**src/rtl/shift_arbiter_pkg.sv**
```systemverilog
// Shared execute-stage definitions used by the shift arbiter and its shifter.
// Contents:
//    SHIFT_SLL / SHIFT_SRL / SHIFT_SRA : one-hot shift-type encodings
//    SHIFT_TAG_W                       : default width of the opaque request tag
//    shift_req_t                       : request bundle {s1, s2, kind, tag}
package shift_arbiter_pkg;

   localparam logic [2:0] SHIFT_SLL = 3'b001;
   localparam logic [2:0] SHIFT_SRL = 3'b010;
   localparam logic [2:0] SHIFT_SRA = 3'b100;

   localparam int SHIFT_TAG_W = 4;

   typedef struct packed {
      logic [31:0]            s1;
      logic [4:0]             s2;
      logic [2:0]             kind;
      logic [SHIFT_TAG_W-1:0] tag;
   } shift_req_t;

endpackage

```
**src/rtl/shift_arbiter_shift.sv**
```systemverilog
// Combinational 32-bit barrel shifter shared by the execute stage.
// Ports:
//    s1     in  32  operand (treated as signed for SRA)
//    s2     in  5   shift amount
//    kind   in  3   one-hot shift type (SLL/SRL/SRA); lowest set bit wins
//    result out 32  shifted value, 0 when no type bit is set
//    err    out 1   kind is not exactly one of the three legal encodings
module shift_arbiter_shift
   import shift_arbiter_pkg::*;
(
   input  logic [31:0] s1,
   input  logic [4:0]  s2,
   input  logic [2:0]  kind,
   output logic [31:0] result,
   output logic        err
);

   logic signed [31:0] s1_signed;

   assign s1_signed = s1;

   always_comb begin
      result = '0;
      if (kind[0])
         result = s1 << s2;
      else if (kind[1])
         result = s1 >> s2;
      else if (kind[2])
         result = s1_signed >>> s2;
   end

   assign err = !((kind == SHIFT_SLL) || (kind == SHIFT_SRL) || (kind == SHIFT_SRA));

endmodule

```
**src/rtl/shift_arbiter.sv**
```systemverilog
// Round-robin arbiter sharing one barrel shifter between two requesters
// (port 0: ALU issue, port 1: CSR/address-generation), with a one-entry
// registered response stage.
// Ports:
//    clk, rst                      clock, asynchronous active-high reset
//    flush                         drop held response, block acceptance this cycle
//    reqN_valid/ready              request handshake, N = 0, 1
//    reqN_s1/s2/type/tag           operand, amount, one-hot type, opaque tag
//    rsp_valid/ready               response handshake
//    rsp_result/id/tag/err         registered shift result, winner, tag, type error
module shift_arbiter
   import shift_arbiter_pkg::*;
#(
   parameter int TAG_W = SHIFT_TAG_W
) (
   input  logic             clk,
   input  logic             rst,
   input  logic             flush,
   input  logic             req0_valid,
   output logic             req0_ready,
   input  logic [31:0]      req0_s1,
   input  logic [4:0]       req0_s2,
   input  logic [2:0]       req0_type,
   input  logic [TAG_W-1:0] req0_tag,
   input  logic             req1_valid,
   output logic             req1_ready,
   input  logic [31:0]      req1_s1,
   input  logic [4:0]       req1_s2,
   input  logic [2:0]       req1_type,
   input  logic [TAG_W-1:0] req1_tag,
   output logic             rsp_valid,
   input  logic             rsp_ready,
   output logic [31:0]      rsp_result,
   output logic             rsp_id,
   output logic [TAG_W-1:0] rsp_tag,
   output logic             rsp_err
);

   // Round-robin pointer: port favoured when both request (0 after reset).
   logic prio;

   logic             vld_p1;
   logic [31:0]      result_p1;
   logic             id_p1;
   logic [TAG_W-1:0] tag_p1;
   logic             err_p1;

   logic       slot_free;
   logic       can_grant;
   logic       grant0;
   logic       grant1;
   logic       accept;
   shift_req_t req0_bundle;
   shift_req_t req1_bundle;
   shift_req_t sel_p0;
   logic [31:0] shift_result;
   logic        shift_err;

   // ---- stage p0: grant, operand mux, shifter ----
   assign slot_free = !vld_p1 || rsp_ready;
   assign can_grant = slot_free && !flush && !rst;

   // A lone requester wins outright; prio only breaks ties.
   assign grant0 = can_grant && req0_valid && (!req1_valid || !prio);
   assign grant1 = can_grant && req1_valid && (!req0_valid ||  prio);
   assign accept = grant0 || grant1;

   assign req0_ready = grant0;
   assign req1_ready = grant1;

   assign req0_bundle = '{s1: req0_s1, s2: req0_s2, kind: req0_type,
                          tag: SHIFT_TAG_W'(req0_tag)};
   assign req1_bundle = '{s1: req1_s1, s2: req1_s2, kind: req1_type,
                          tag: SHIFT_TAG_W'(req1_tag)};

   // Mux on the grant itself so the shifter sees the winner's operands.
   assign sel_p0 = grant1 ? req1_bundle : req0_bundle;

   shift_arbiter_shift u_shift (
      .s1     (sel_p0.s1),
      .s2     (sel_p0.s2),
      .kind   (sel_p0.kind),
      .result (shift_result),
      .err    (shift_err)
   );

   // ---- stage p1: response register ----
   always_ff @(posedge clk or posedge rst) begin
      if (rst) begin
         vld_p1    <= 1'b0;
         result_p1 <= '0;
         id_p1     <= 1'b0;
         tag_p1    <= '0;
         err_p1    <= 1'b0;
         prio      <= 1'b0;
      end else if (accept) begin
         vld_p1    <= 1'b1;
         result_p1 <= shift_result;
         id_p1     <= grant1;
         tag_p1    <= TAG_W'(sel_p0.tag);
         err_p1    <= shift_err;
         prio      <= !grant1;
      end else if (rsp_ready || flush) begin
         vld_p1    <= 1'b0;
      end
   end

   assign rsp_valid  = vld_p1;
   assign rsp_result = result_p1;
   assign rsp_id     = id_p1;
   assign rsp_tag    = tag_p1;
   assign rsp_err    = err_p1;

endmodule

```
**config.mk**
```make
export PLATFORM = sky130hd
export DESIGN_NAME = shift_arbiter
export DESIGN_NICKNAME = d
export VERILOG_FILES = /design/src/rtl/shift_arbiter_pkg.sv /design/src/rtl/shift_arbiter_shift.sv /design/src/rtl/shift_arbiter.sv
export SDC_FILE = /design/constraint.sdc
export NUM_CORES = 1
export LEC_CHECK = 0
export CAP_MARGIN = 10
export CELL_PAD_IN_SITES_DETAIL_PLACEMENT = 1
export CELL_PAD_IN_SITES_GLOBAL_PLACEMENT = 2
export CORE_MARGIN = 4
export CORE_UTILIZATION = 31
export CTS_CLUSTER_SIZE = 40
export DETAILED_ROUTE_END_ITERATION = 8
export PLACE_DENSITY = 0.79
export SLEW_MARGIN = 15
export SYNTH_ARGS = -nofsm -noshare
export SYNTH_HDL_FRONTEND = slang
export SYNTH_SLANG_ARGS = --single-unit
```
**constraint.sdc**
```tcl
create_clock -name clk -period 2.3 [get_ports clk]
set_input_delay 0.46 -clock clk [delete_from_list [all_inputs] [get_ports clk]]
set_output_delay 0.46 -clock clk [all_outputs]
set_load 0.1 [all_outputs]
```
After elaboration in Yosys (flattened, before gate mapping)
Cells that the tools add are included.
{ "classes": {"add_sub_neg": 0, "n_mul": 0, "div": 0, "n_lt_le_gt_ge": 0, "eq_ne": 3, "shifts": 3, "muxes": 6, "n_bitwise": 0, "n_reduce_logical": 22} }
{ "op_table": {"columns": ["operator", "count"], "rows": [
  ["$mux W32", 3],
  ["$mux W44", 1],
  ["$shl A32 B5 Y32", 1],
  ["$shr A32 B5 Y32", 1],
  ["$sshr A32 B5 Y32", 1],
  ["$logic_not A1 Y1", 8],
  ["$logic_or A1 B1 Y1", 7],
  ["$logic_and A1 B1 Y1", 6],
  ["$eq A3 B1 Y1 const B", 1],
  ["$eq A3 B2 Y1 const B", 1],
  ["$eq A3 B3 Y1 const B", 1],
  ["$mux W1", 2],
  ["$reduce_bool A2 Y1", 1]
]} }
{ "totals": {"reg_bits": 40, "latch_bits": 0, "ram_bits": 0, "romBits": 0, "output_inout_bits": 41, "word_cells": 40, "n_memories": 0} }

Longest topological paths before layout
Gate-level depths: netlist of run 1.
{ "depth": {"ltp_word": 11, "ltp_mapped": 11, "depth_no_buf": 8} }

Hierarchy
Synthesis of run 1 repeated with hierarchy kept, for this count alone.
{ "hier_totals": {"hier_cells": 701, "area_unflattened_um2": 6356.1} }
{ "modules_own_cells": {"columns": ["module", "instances", "cells_per_inst", "area_each_um2", "seq_area_each_um2"], "rows": [
  ["shift_arbiter_shift", 1, 537, 4017.6, 0.0],
  ["shift_arbiter", 1, 164, 2338.5, 1001.0]
]} }

Least setup slack after synthesis of run 1
No wires, ideal clock.
{ "synth_timing": {"kind": "reg-to-reg", "from": "register vld_p1 (netlist: rsp_valid)", "to": "register result_p1[29] (netlist: rsp_result[29])", "t_arrival_ns": 3.183, "t_required_ns": 2.149, "setup_slack_ns": -1.034, "stages_incl_launch_ff": 11, "synth_period_minus_slack_ns": 3.334, "path_cell_list": "dfrtp_1 nand2b_1 nand4_2 inv_2 buf_4 clkbuf_1 o21ai_0 a32oi_1 nor2_1 a21oi_1 a41oi_1"} }
{ "synth_between": {"elab_chain_len": 11, "word_cells_on_any_way": 16, "cone_classes": "3 x shift; 4 x mux; 9 x reduce/logical"} }
{ "synth_lines": {"columns": ["item", "line", "text"], "rows": [
  ["start: declaration", "shift_arbiter.sv:42", "logic vld_p1;"],
  ["start signal: assignment", "shift_arbiter.sv:90", "vld_p1 <= 1'b0;"],
  ["start signal: assignment", "shift_arbiter.sv:97", "vld_p1 <= 1'b1;"],
  ["start signal: assignment", "shift_arbiter.sv:104", "vld_p1 <= 1'b0;"],
  ["$logic_not A1 Y1 (*)", "shift_arbiter.sv:60", "assign slot_free = !vld_p1 || rsp_ready;"],
  ["$logic_or A1 B1 Y1 (*)", "shift_arbiter.sv:60", null],
  ["$logic_and A1 B1 Y1 (*) (2 in a row)", "shift_arbiter.sv:61", "assign can_grant = slot_free && !flush && !rst;"],
  ["$logic_and A1 B1 Y1 (*) (2 in a row)", "shift_arbiter.sv:65", "assign grant1 = can_grant && req1_valid && (!req0_valid || prio);"],
  ["named net req1_ready", "shift_arbiter.sv:26", "output logic req1_ready,"],
  ["$mux W44", "shift_arbiter.sv:77", "assign sel_p0 = grant1 ? req1_bundle : req0_bundle;"],
  ["$sshr A32 B5 Y32", "shift_arbiter_shift.sv:29", "result = s1_signed >>> s2;"],
  ["$mux W32", "shift_arbiter_shift.sv:28", "else if (kind[2])"],
  ["$mux W32", "shift_arbiter_shift.sv:26", "else if (kind[1])"],
  ["$mux W32", "shift_arbiter_shift.sv:24", "if (kind[0])"],
  ["end signal: assignment", "shift_arbiter.sv:98", "result_p1 <= shift_result;"],
  ["end: declaration", "shift_arbiter.sv:43", "logic [31:0] result_p1;"]
]} }
The timed path passes the listed nets; every way through them passes the cells marked *.
A chain may end at the register's enable or synchronous reset.

Worst setup path in the final report of run 1
{ "layout_timing": {"from": "input port req0_s2[0]", "to": "register result_p1[23] (netlist: rsp_result[23])"} }
{ "layout_between": {"elab_chain_len": 5, "word_cells_on_any_way": 7, "cone_classes": "3 x shift; 4 x mux"} }
{ "layout_lines": {"columns": ["item", "line", "text"], "rows": [
  ["start: declaration", "shift_arbiter.sv:22", "input logic [4:0] req0_s2,"],
  ["$mux W44 (*)", "shift_arbiter.sv:77", null],
  ["$sshr A32 B5 Y32", "shift_arbiter_shift.sv:29", null],
  ["$mux W32", "shift_arbiter_shift.sv:28", null],
  ["$mux W32", "shift_arbiter_shift.sv:26", null],
  ["$mux W32 (*)", "shift_arbiter_shift.sv:24", null]
]} }
Every way passes the cells marked *; elsewhere a longest branch is shown, timed or not.

==> impl_metrics.csv, run 1 <==
group,metric,value,unit
logic_synthesis,synth_flop_cell,"dfrtp_1",
drt,drc,0,
logic_synthesis,synth_edf_count,0,
floorplanning,ioPinCount,135,
setup_path,startpoint_type,"primary input",
logic_synthesis,synth_common_cells,"mux2i_1 (139), nor2_1 (104), nand2_1 (96)",
logic_synthesis,synth_area_leader_cell,"mux4_2",
setup_path,critPathArrivalTime,2.84,ns
drt,drt_wl_total,53300,um
global_route,grt_pass1_wl,73600,um
logic_synthesis,netlist_area,8500,um2
global_route,first_global_vias,11400,
placed_design,gp_congestion,1.00,
status,violations,"negative setup slack",
cells_and_area,post_route_cells_drive_above_1_share,58.0,%
setup_path,cp_cell_sequence,"buf_4, buf_4, mux4_2, mux2_2, mux2i_1, buf_4, o221a_4, a21oi_2, o32a_1",
logic_synthesis,syn_avg_cell_area,9.09,um2
sta,setup_violations,32,
pwr,intPower,3.48,mW
status,status,"finished with violations",
setup_path,rr_startpoint,"rsp_valid",
global_route,track_usage,31.5,%
pwr,power.net_switching,3.73,mW
pwr,powerDensity,477,nW/um2
logic_synthesis,ys_ff_latch,40,
placed_design,hpwl,38300,um
job,maxCapViolCount,0,
sta,slew_violations,0,
sta,postLayoutSetupSlackWorst,-0.358,ns
drt,num_vias,11400,
clock_network,cts_hold_buf,0,
logic_synthesis,async_reset_ff_share,100,%
sta,slew_headroom,46.3,%
drt,first_pass_iters,5,
cells_and_area,regArea,1000,um2
drt,drtAntennaViolNets,0,
floorplanning,die_w,174,um
setup_path,r2r_end,"rsp_result[23]",
logic_synthesis,synth_area_leaders,"mux4_2 (23%), mux2i_1 (16%), dfrtp_1 (12%)",
logic_synthesis,synth.most_common_cell,"mux2i_1",
drt,wl_per_cell,29.9,um
cells_and_area,multi_input_area,8160,um2
floorplanning,core-area,27000,um2
sta,hold_viol,0,
hold_path,hold_class,"in -> async",
placed_design,dpl_cell_area,12700,um2
clock_network,clock_latency,0.31,ns
pwr,power.static_leakage,6.53,nW
sta,max_slew.worst_pin.slew,0.796,ns
sta,hold_ws,0.336,ns
clock_network,cts_root_buf,"clkbuf_16",
setup_path,regToRegSetupSlack,-0.35,ns
pwr,switching_share,51.8,%
setup_path,cpPeakStageDelay,0.58,ns
clock_network,cts_buffers,5,
setup_path,crit_fanout,10,
clock_network,clk_path_buf_depth,2,
placed_design,place_ws,-0.988,ns
setup_path,rr_worst_depth,11,
pwr,peakVddDrop,0.281,mV
cells_and_area,fill_cells,2966,
cells_and_area,nNetsFinal,1537,
setup_path,slowest_stage,"mux4_2",
pwr,p_clk_share,12.3,%
clock_network,cts.sinks,40,
clock_network,cts_tree,"built",
pwr,combPwrFrac,74.2,%
clock_network,cts_max_level,2,
drt,drt_iter0_drc,1020,
setup_path,critPathRequiredTime,2.48,ns
cells_and_area,syn_to_final_growth,77.7,%
cells_and_area,fin_area,15100,um2
placed_design,portBuffers,134,
logic_synthesis,synthDistinctLibCells,67,
sta,setup-tns-final,-7.13,ns
setup_path,cpMostUsedCell,"buf_4",
logic_synthesis,syn-num-nets,1030,
logic_synthesis,yosysWarnings,0,
drt,vias_per_cell,6.37,
pwr,pwr-share-seq,13.5,%
sta,fin_skew,0.00986,ns
floorplanning,fp-row-count,60,
global_route,grt.overflow.total,0,
floorplanning,die_h,174,um
sta,period_needed,2.66,ns
floorplanning,die-area,30100,um2
logic_synthesis,yosys.area.top_type_share,23.3,%
setup_path,worstSetupEndpointType,"flop",
global_route,grt_max_degree,41,
sta,finalCritPeriodShare,116,%
logic_synthesis,ys_seq_area_share,11.8,%
setup_path,worstSetupPathType,"in -> reg",
clock_network,clk_pin_slew,0.07,ns
sta,clock.fmax,0.376,GHz
floorplanning,start_util,31.6,%
global_route,antenna_found_initial,0,
sta,rsz0062_at_grt,"yes",
logic_synthesis,synthCells,936,
## power by group through the flow
stage          Combinational, mW  Sequential, mW  Clock, mW
2_1_floorplan               1.50            2.08          0
3_3_place_gp                4.40           0.979          0
3_5_place_dp                4.46           0.987          0
4_1_cts                     4.86           0.974      0.898
5_1_grt                     5.50           0.996      0.908
6_report                    5.35           0.976      0.886
## logic make-up after synthesis
kind of cell / synth area share (%)
xor gates and xnor gates: 0.206
DFF: 11.8
AOI/OAI and AO/OA: 17.1
muxes: 49.1
and+or+nand+nor: 15.2
buffers and inverters: 6.58
## state kept, by name (all words and copies together), names as in the netlist
| name | count |
|---|---|
| rsp_valid | 1 |
| rsp_result | 32 |
| rsp_err | 1 |
| rsp_id | 1 |
| prio | 1 |
| rsp_tag | 4 |
## layout by cell type (no fill, tap or decap), types with 10 or more instances in the layout
cell and n:
mux2i_1 97, mux2i_2 28, mux4_2 95, a21oi_1 22
buf_8 10, clkdlybuf4s50_1 45, o21ai_1 15, mux2_4 20
buf_12 19, nand2_1 84, dfrtp_1 39, a31oi_1 18
mux2_2 26, a211oi_2 10, nor3_2 11, buf_4 398
nand2_2 10, nor2b_1 10, dlygate4sd2_1 34, o21ai_0 18
mux2i_4 19, o211ai_1 14, nor2_1 88, a21oi_2 14
nor3_1 17, buf_6 63
## critical path: cells and delay by family
family / cells / cell delay (ns)
buffers and inverters: 3 / 0.67
AO/OA/AOI/OAI: 3 / 0.57
multiplexers: 3 / 1.12
## stage by stage
step                power (mW)  util [%]  cells
floorplan                 3.58         -    936
global route              7.40      56.1   1785
finish                    7.21      56.1   1786
detailed placement        5.45      47.0   1696
global placement          5.38      47.0   1696
CTS                       6.74      52.7   1750
## cell type report
class                           count  share of cell area (%)
Multi-Input combinational cell    794                    54.0
Timing Repair Buffer              589                    35.0
Sequential cell                    40                    6.65
Tap cell                          341                    2.82
Clock buffer                        5                   0.828
Inverter                           13                   0.373
Clock inverter                      3                   0.306
Antenna cell                        1                  0.0166
## how the worst max path moves through the flow
stage	from	to	slack (ns)	cells after the start
after detailed placement	req0_valid	rsp_result[1]	-0.99	11
after CTS	rsp_valid	rsp_result[23]	-0.28	11
after global placement	rst	rsp_result[1]	-0.99	11
after floorplan	rsp_valid	rsp_result[25]	-0.07	9
after global routing	prio	rsp_result[7]	-0.40	11
final	req0_s2[0]	rsp_result[23]	-0.36	9
## per-layer routing
layer	up-vias	wire [um]	GRT usage, %
met2	752	25000	53.7
li1	4703	-	-
met4	0	4490	16.6
met3	277	4110	5.04
met5	-	0	0
met1	5648	19700	38.4
## what timing repair did
action / 4_1_cts / 5_1_grt
buffers inserted: 43 / 37
pin swaps: 49 / 60
gates cloned: 4 / 3
gates resized for setup: 269 / 157
endpoints found under the setup margin: 34 / 33
No activity file was read; power rests on OpenSTA's default activity.
==> run 2: changes to the inputs <==
--- a/config.mk
+++ b/config.mk
@@ -9,11 +9,12 @@
 export CELL_PAD_IN_SITES_DETAIL_PLACEMENT = 1
 export CELL_PAD_IN_SITES_GLOBAL_PLACEMENT = 2
 export CORE_MARGIN = 4
-export CORE_UTILIZATION = 31
+export CORE_UTILIZATION = 29
 export CTS_CLUSTER_SIZE = 40
 export DETAILED_ROUTE_END_ITERATION = 8
 export PLACE_DENSITY = 0.79
 export SLEW_MARGIN = 15
 export SYNTH_ARGS = -nofsm -noshare
 export SYNTH_HDL_FRONTEND = slang
+export SYNTH_HIERARCHICAL = 1
 export SYNTH_SLANG_ARGS = --single-unit
==> impl_metrics.csv, run 2 <==
group,metric,value,unit
logic_synthesis,synth_flop_cell,"dfrtp_1",
cells_and_area,final_cell_mix,"buf_4 (262), clkdlybuf4s50_1 (88), mux2_4 (69)",
drt,first_pass_iters,5,
drt,drtAntennaViolNets,0,
placed_design,portBuffers,134,
placed_design,gp_congestion,0.999,
status,violations,"negative setup slack",
logic_synthesis,synth_top_family_by_area,"multiplexers",
floorplanning,fp-row-count,53,
clock_network,cts.sinks,40,
setup_path,crit_fanout,6,
logic_synthesis,yosysWarnings,6,
placed_design,placedCellCount,1267,
pwr,pwr-share-seq,15.5,%
cells_and_area,layoutNonFillerInstCount,1316,
pwr,p_clk_share,10.8,%
pwr,totalPowerFinal,6.50,mW
setup_path,cp_cell_sequence,"buf_2, or2_1, or4_4, mux2_4, buf_6, buf_6, mux4_2, mux2i_4, nor2_2, a311o_1, nand2_1, o211ai_1, mux2_4",
setup_path,regToRegSetupSlack,-1.32,ns
logic_synthesis,ys_ff_latch,40,
drt,wl_per_cell,23.6,um
sta,max_slew.worst_pin.slew,0.572,ns
setup_path,path_depth,13,
sta,slew_headroom,61.6,%
logic_synthesis,synth.most_common_cell,"nor2_1",
pwr,combPwrFrac,73.7,%
drt,drt_iter0_drc,551,
status,status,"finished with violations",
logic_synthesis,synth_area_leaders,"dfrtp_1 (16%), mux2_2 (12%), mux2i_1 (11%)",
hold_path,hold_class,"in -> async",
setup_path,critPathArrivalTime,3.81,ns
logic_synthesis,synth_compound_area_share,20.1,%
pwr,power.net_switching,3.32,mW
floorplanning,die-area,24400,um2
global_route,grt.overflow.total,0,
logic_synthesis,synth_area_leader_cell,"dfrtp_1",
sta,hold_viol,0,
logic_synthesis,yosys.area.top_type_share,15.7,%
cells_and_area,largest_reg_flops,32,
sta,postLayoutSetupSlackWorst,-1.34,ns
floorplanning,die_h,156,um
global_route,first_global_vias,7692,
cells_and_area,nNetsFinal,1134,
global_route,antenna_found_initial,0,
cells_and_area,post_route_cells_drive_above_1_share,56.8,%
clock_network,clk_path_buf_depth,2,
logic_synthesis,netlist_area,6360,um2
setup_path,worstSetupPathType,"in -> reg",
setup_path,startpoint_type,"primary input",
cells_and_area,syn_to_final_growth,71.4,%
placed_design,hpwl,23300,um
setup_path,r2r_end,"rsp_result[5]",
sta,fin_skew,0.00472,ns
setup_path,rr_startpoint,"rsp_valid",
setup_path,worstSetupEndpointType,"flop",
pwr,intPower,3.18,mW
clock_network,clk_pin_slew,0.06,ns
clock_network,cts_root_buf,"clkbuf_16",
global_route,grt_pass1_wl,45800,um
clock_network,cts_buffers,5,
sta,clock.fmax,0.275,GHz
cells_and_area,regArea,1000,um2
logic_synthesis,ys_seq_area_share,15.7,%
drt,drt_wl_total,31100,um
sta,setup_violations,34,
setup_path,rr_worst_depth,12,
setup_path,cpPeakStageDelay,0.66,ns
logic_synthesis,synthSimpleGateAreaFrac,12.8,%
pwr,switching_share,51.1,%
pwr,peakVddDrop,0.504,mV
logic_synthesis,syn-num-nets,795,
logic_synthesis,synth_edf_count,0,
pwr,powerDensity,596,nW/um2
setup_path,slowest_stage,"or4_4",
sta,finalCritPeriodShare,158,%
floorplanning,die_w,156,um
global_route,track_usage,24.0,%
cells_and_area,final_core_util,51.2,%
cells_and_area,fill_cells,2413,
job,maxCapViolCount,0,
sta,period_needed,3.64,ns
clock_network,cts_hold_buf,0,
logic_synthesis,synthMuxAreaShare,43.5,%
drt,drc,0,
floorplanning,core-area,21300,um2
sta,rsz0062_at_grt,"yes",
cells_and_area,mostFrequentLayoutCell,"buf_4",
sta,hold_ws,0.320,ns
global_route,grt_max_degree,41,
logic_synthesis,synthDistinctLibCells,68,
floorplanning,ioPinCount,135,
clock_network,cts_max_level,2,
drt,vias_per_cell,5.68,
logic_synthesis,yosys.area_share.xor_xnor,0.138,%
cells_and_area,n_antenna_cell,0,
floorplanning,start_util,29.9,%
logic_synthesis,synth_common_cells,"nor2_1 (77), mux2i_1 (72), mux2_2 (67)",
drt,num_vias,7471,
sta,slew_violations,0,
clock_network,cts_tree,"built",
setup_path,cp-startpoint,"flush",
clock_network,clock_latency,0.28,ns
setup_path,crit_path_end,"rsp_result[5]",
logic_synthesis,synthCells,701,
logic_synthesis,syn_avg_cell_area,9.07,um2
setup_path,critPathRequiredTime,2.47,ns
logic_synthesis,async_reset_ff_share,100,%
setup_path,crit_family,"multiplexers",
pwr,power.static_leakage,4.71,nW
logic_synthesis,synth_fa_ha_area_share,0,%
setup_path,critPathBufInv,3,
cells_and_area,multi_input_area,5790,um2
-- run 2: how the worst min path moves through the flow --
stage	from	to	slack, ns
finish	rst	rsp_tag[3]	0.32
global route	rst	rsp_tag[3]	0.39
CTS	rst	rsp_result[29]	0.35
detailed placement	rsp_id	rsp_id	0.48
global placement	rsp_id	rsp_id	0.47
floorplan	flush	rsp_valid	0.56
-- run 2: kinds of logic (layout without fill, tap and decap cells) --
group                  Yosys count  after routing
AND/OR/NAND/NOR                187            188
flip-flops                      40             40
XOR/XNOR                         1              1
AO/OA/AOI/OAI                  189            189
buffers and inverters           75            413
multiplexers                   209            210
-- run 2: worst min-delay path: cells and delay by family --
| kind | cells | cell delay (ns) |
|---|---|---|
| buffers and inverters | 3 | 0.60 |
-- run 2: metal layers --
metal / GRT usage, % / vias up / part of all wire [%]
li1: - / 3364 / -
met1: 31.4 / 3788 / 43
met2: 40.9 / 267 / 49
met3: 3.30 / 52 / 4.8
met4: 7.63 / 0 / 3.4
met5: 0 / - / 0
-- run 2: final cells by class --
class / count / area share [%]
clock buffer: 8 / 1.34
inverter: 9 / 0.379
multi-input combinational: 588 / 53.2
sequential: 40 / 9.22
tap: 275 / 3.16
timing repair buffer: 396 / 32.7
-- run 2: power by group through the flow --
stage                     Combinational (mW)  Sequential, mW  Clock, mW
after detailed placement                4.19            1.02          0
after global placement                  4.13            1.01          0
after CTS                               4.53            1.01      0.721
after global routing                    4.98            1.03      0.756
final                                   4.79            1.00      0.704
after floorplan                         1.42            2.30          0
-- run 2: through the flow --
stage / instance area, um2 / setup TNS (ns) / worst slack, ns
floorplan: 6470 / -42.95 / -1.42
global placement: 9410 / -57.96 / -1.95
detailed placement: 9410 / -59.22 / -1.94
CTS: 10300 / -37.09 / -1.23
global route: 10900 / -40.16 / -1.38
finish: 10900 / -38.27 / -1.34
-- run 2: what timing repair did --
| action | in CTS | in global routing |
|---|---|---|
| endpoints found under the setup margin | 35 | 34 |
| pin swaps | 33 | 24 |
| setup buffers | 16 | 22 |
| gates cloned | 3 | 4 |
| gates resized for setup | 159 | 84 |
| hold endpoints to repair | 0 | 0 |
==> run 3: changes to the inputs <==
--- a/config.mk
+++ b/config.mk
@@ -18,3 +18,4 @@
 export SYNTH_HDL_FRONTEND = slang
 export SYNTH_HIERARCHICAL = 1
 export SYNTH_SLANG_ARGS = --single-unit
+export TNS_END_PERCENT = 5
==> impl_metrics.csv, run 3 (same netlist as run 2, synthesis figures left out) <==
group,metric,value,unit
cells_and_area,post_route_cells_drive_above_1_share,50.3,%
clock_network,cts_root_buf,"clkbuf_16",
placed_design,gp_congestion,1.00,
global_route,globalRouteMet1Util,30.6,%
global_route,track_usage,22.8,%
sta,setup-tns-final,-39.15,ns
sta,max_slew.worst_pin.slew,0.520,ns
cells_and_area,regArea,1000,um2
floorplanning,start_util,29.9,%
pwr,powerDensity,617,nW/um2
setup_path,critPathRequiredTime,2.53,ns
global_route,first_global_vias,7370,
cells_and_area,final_core_util,47.6,%
floorplanning,die_w,156,um
hold_path,hold_class,"in -> async",
setup_path,cpPeakStageDelay,0.61,ns
cells_and_area,nNetsFinal,1102,
floorplanning,die-area,24400,um2
setup_path,critPathBufInv,2,
cells_and_area,mostFrequentLayoutCell,"buf_4",
sta,postLayoutSetupSlackWorst,-1.29,ns
sta,clock.fmax,0.278,GHz
setup_path,startpoint_type,"flop",
sta,fin_skew,0.00326,ns
sta,rsz0062_at_grt,"yes",
global_route,gr-usage-met2,38.6,%
drt,num_vias,7111,
setup_path,slowest_stage,"or4_4",
floorplanning,core-area,21300,um2
sta,period_needed,3.59,ns
setup_path,cp_cell_sequence,"nor2b_4, or4_4, buf_6, mux2_4, buf_12, mux2i_2, mux2_2, mux2_4, a221oi_2, a221oi_1, a2bb2oi_1, mux2_2",
clock_network,clock_latency,0.28,ns
status,status,"finished with violations",
clock_network,cts_tree,"built",
clock_network,cts.sinks,40,
pwr,pwr-share-seq,15.9,%
placed_design,hpwl,22400,um
clock_network,clk_path_buf_depth,2,
pwr,intPower,3.09,mW
global_route,gr-usage-met3,2.86,%
pwr,power.static_leakage,4.42,nW
cells_and_area,largest_reg_flops,32,
global_route,grt_pass1_wl,43700,um
drt,drc,0,
setup_path,worstSetupPathType,"reg -> reg",
setup_path,crit_family,"multiplexers",
cells_and_area,multi_input_area,5360,um2
sta,slew_violations,0,
sta,finalCritPeriodShare,156,%
floorplanning,ioPinCount,135,
setup_path,worstSetupEndpointType,"flop",
floorplanning,die_h,156,um
setup_path,crit_fanout,7,
drt,wl_per_cell,22.3,um
drt,first_pass_iters,5,
pwr,p_clk_share,12.7,%
global_route,antenna_found_initial,0,
global_route,grt_max_degree,41,
status,violations,"negative setup slack",
cells_and_area,layoutNonFillerInstCount,1284,
setup_path,regToRegSetupSlack,-1.29,ns
drt,vias_per_cell,5.54,
clock_network,cts_max_level,2,
job,maxCapViolCount,0,
global_route,busiest_layer,"met2",
cells_and_area,n_antenna_cell,0,
pwr,power.net_switching,3.17,mW
pwr,combPwrFrac,71.4,%
drt,drt_wl_total,28600,um
sta,slew_headroom,65.3,%
sta,hold_viol,0,
clock_network,cts_hold_buf,0,
pwr,switching_share,50.7,%
drt,drt_iter0_drc,469,
placed_design,portBuffers,134,
drt,drtAntennaViolNets,0,
floorplanning,fp-row-count,53,
clock_network,cts_buffers,5,
pwr,peakVddDrop,0.426,mV
cells_and_area,fill_cells,2437,
global_route,grt.overflow.total,0,
sta,hold_ws,0.304,ns
placed_design,placedCellCount,1256,
sta,setup_violations,34,
cells_and_area,final_cell_mix,"buf_4 (247), clkdlybuf4s50_1 (88), nor2_1 (69)",
cells_and_area,syn_to_final_growth,59.5,%
setup_path,critPathArrivalTime,3.82,ns
clock_network,clk_pin_slew,0.06,ns
run 3: layer usage:
metal / part of all wire, % / vias up
met5: 0 / -
met4: 3.3 / 0
met3: 5.4 / 52
met2: 48 / 261
met1: 43 / 3498
li1: - / 3300
run 3: final timing paths:
check,from,endpoint,depth (start not counted)
setup / recovery,rsp_valid,rsp_result[24],12
hold reg to reg,rsp_id,rsp_id,1
min in group clk,flush,rsp_valid,3
hold / removal,rst,rsp_valid,3
setup reg to reg,rsp_valid,rsp_result[24],12
max in group asynchronous,rst,rsp_valid,3
run 3: cell type report:
class	count	area share [%]
Timing Repair Buffer	366	31.8
Clock inverter	2	0.346
Sequential cell	40	9.91
Tap cell	275	3.39
Inverter	9	0.407
Multi-Input combinational cell	586	52.8
Clock buffer	6	1.27
run 3: timing repair:
| item | in CTS | in global routing |
|---|---|---|
| pin swaps | 11 | 21 |
| setup endpoints to repair | 35 | 35 |
| resized for setup | 75 | 76 |
| setup buffers | 14 | 4 |
| cloned | 2 | 1 |
run 3: per-stage QoR:
stage	area, um2	worst slack (ns)	total power, mW
after floorplan	6370	-1.42	3.68
after global placement	9220	-1.88	5.09
after detailed placement	9220	-1.93	5.14
after CTS	9810	-1.38	6.12
after global routing	10100	-1.37	6.53
final	10100	-1.29	6.26
run 3: worst register-to-register path, cell delays in order (launching register included):
cell and delay [ns]:
dfrtp_4 0.47, nor2b_4 0.14, or4_4 0.61, buf_6 0.17, mux2_4 0.37, buf_12 0.16
mux2i_2 0.15, mux2_2 0.28, mux2_4 0.29, a221oi_2 0.36, a221oi_1 0.15, a2bb2oi_1 0.21
mux2_2 0.17
run 3: power by group through the flow:
stage          logic (mW)  registers, mW  clock network [mW]
5_1_grt              4.66           1.02               0.851
4_1_cts              4.30           1.00               0.812
3_3_place_gp         4.09           1.00                   0
2_1_floorplan        1.39           2.29                   0
6_report             4.47          0.995               0.794
3_5_place_dp         4.13           1.01                   0
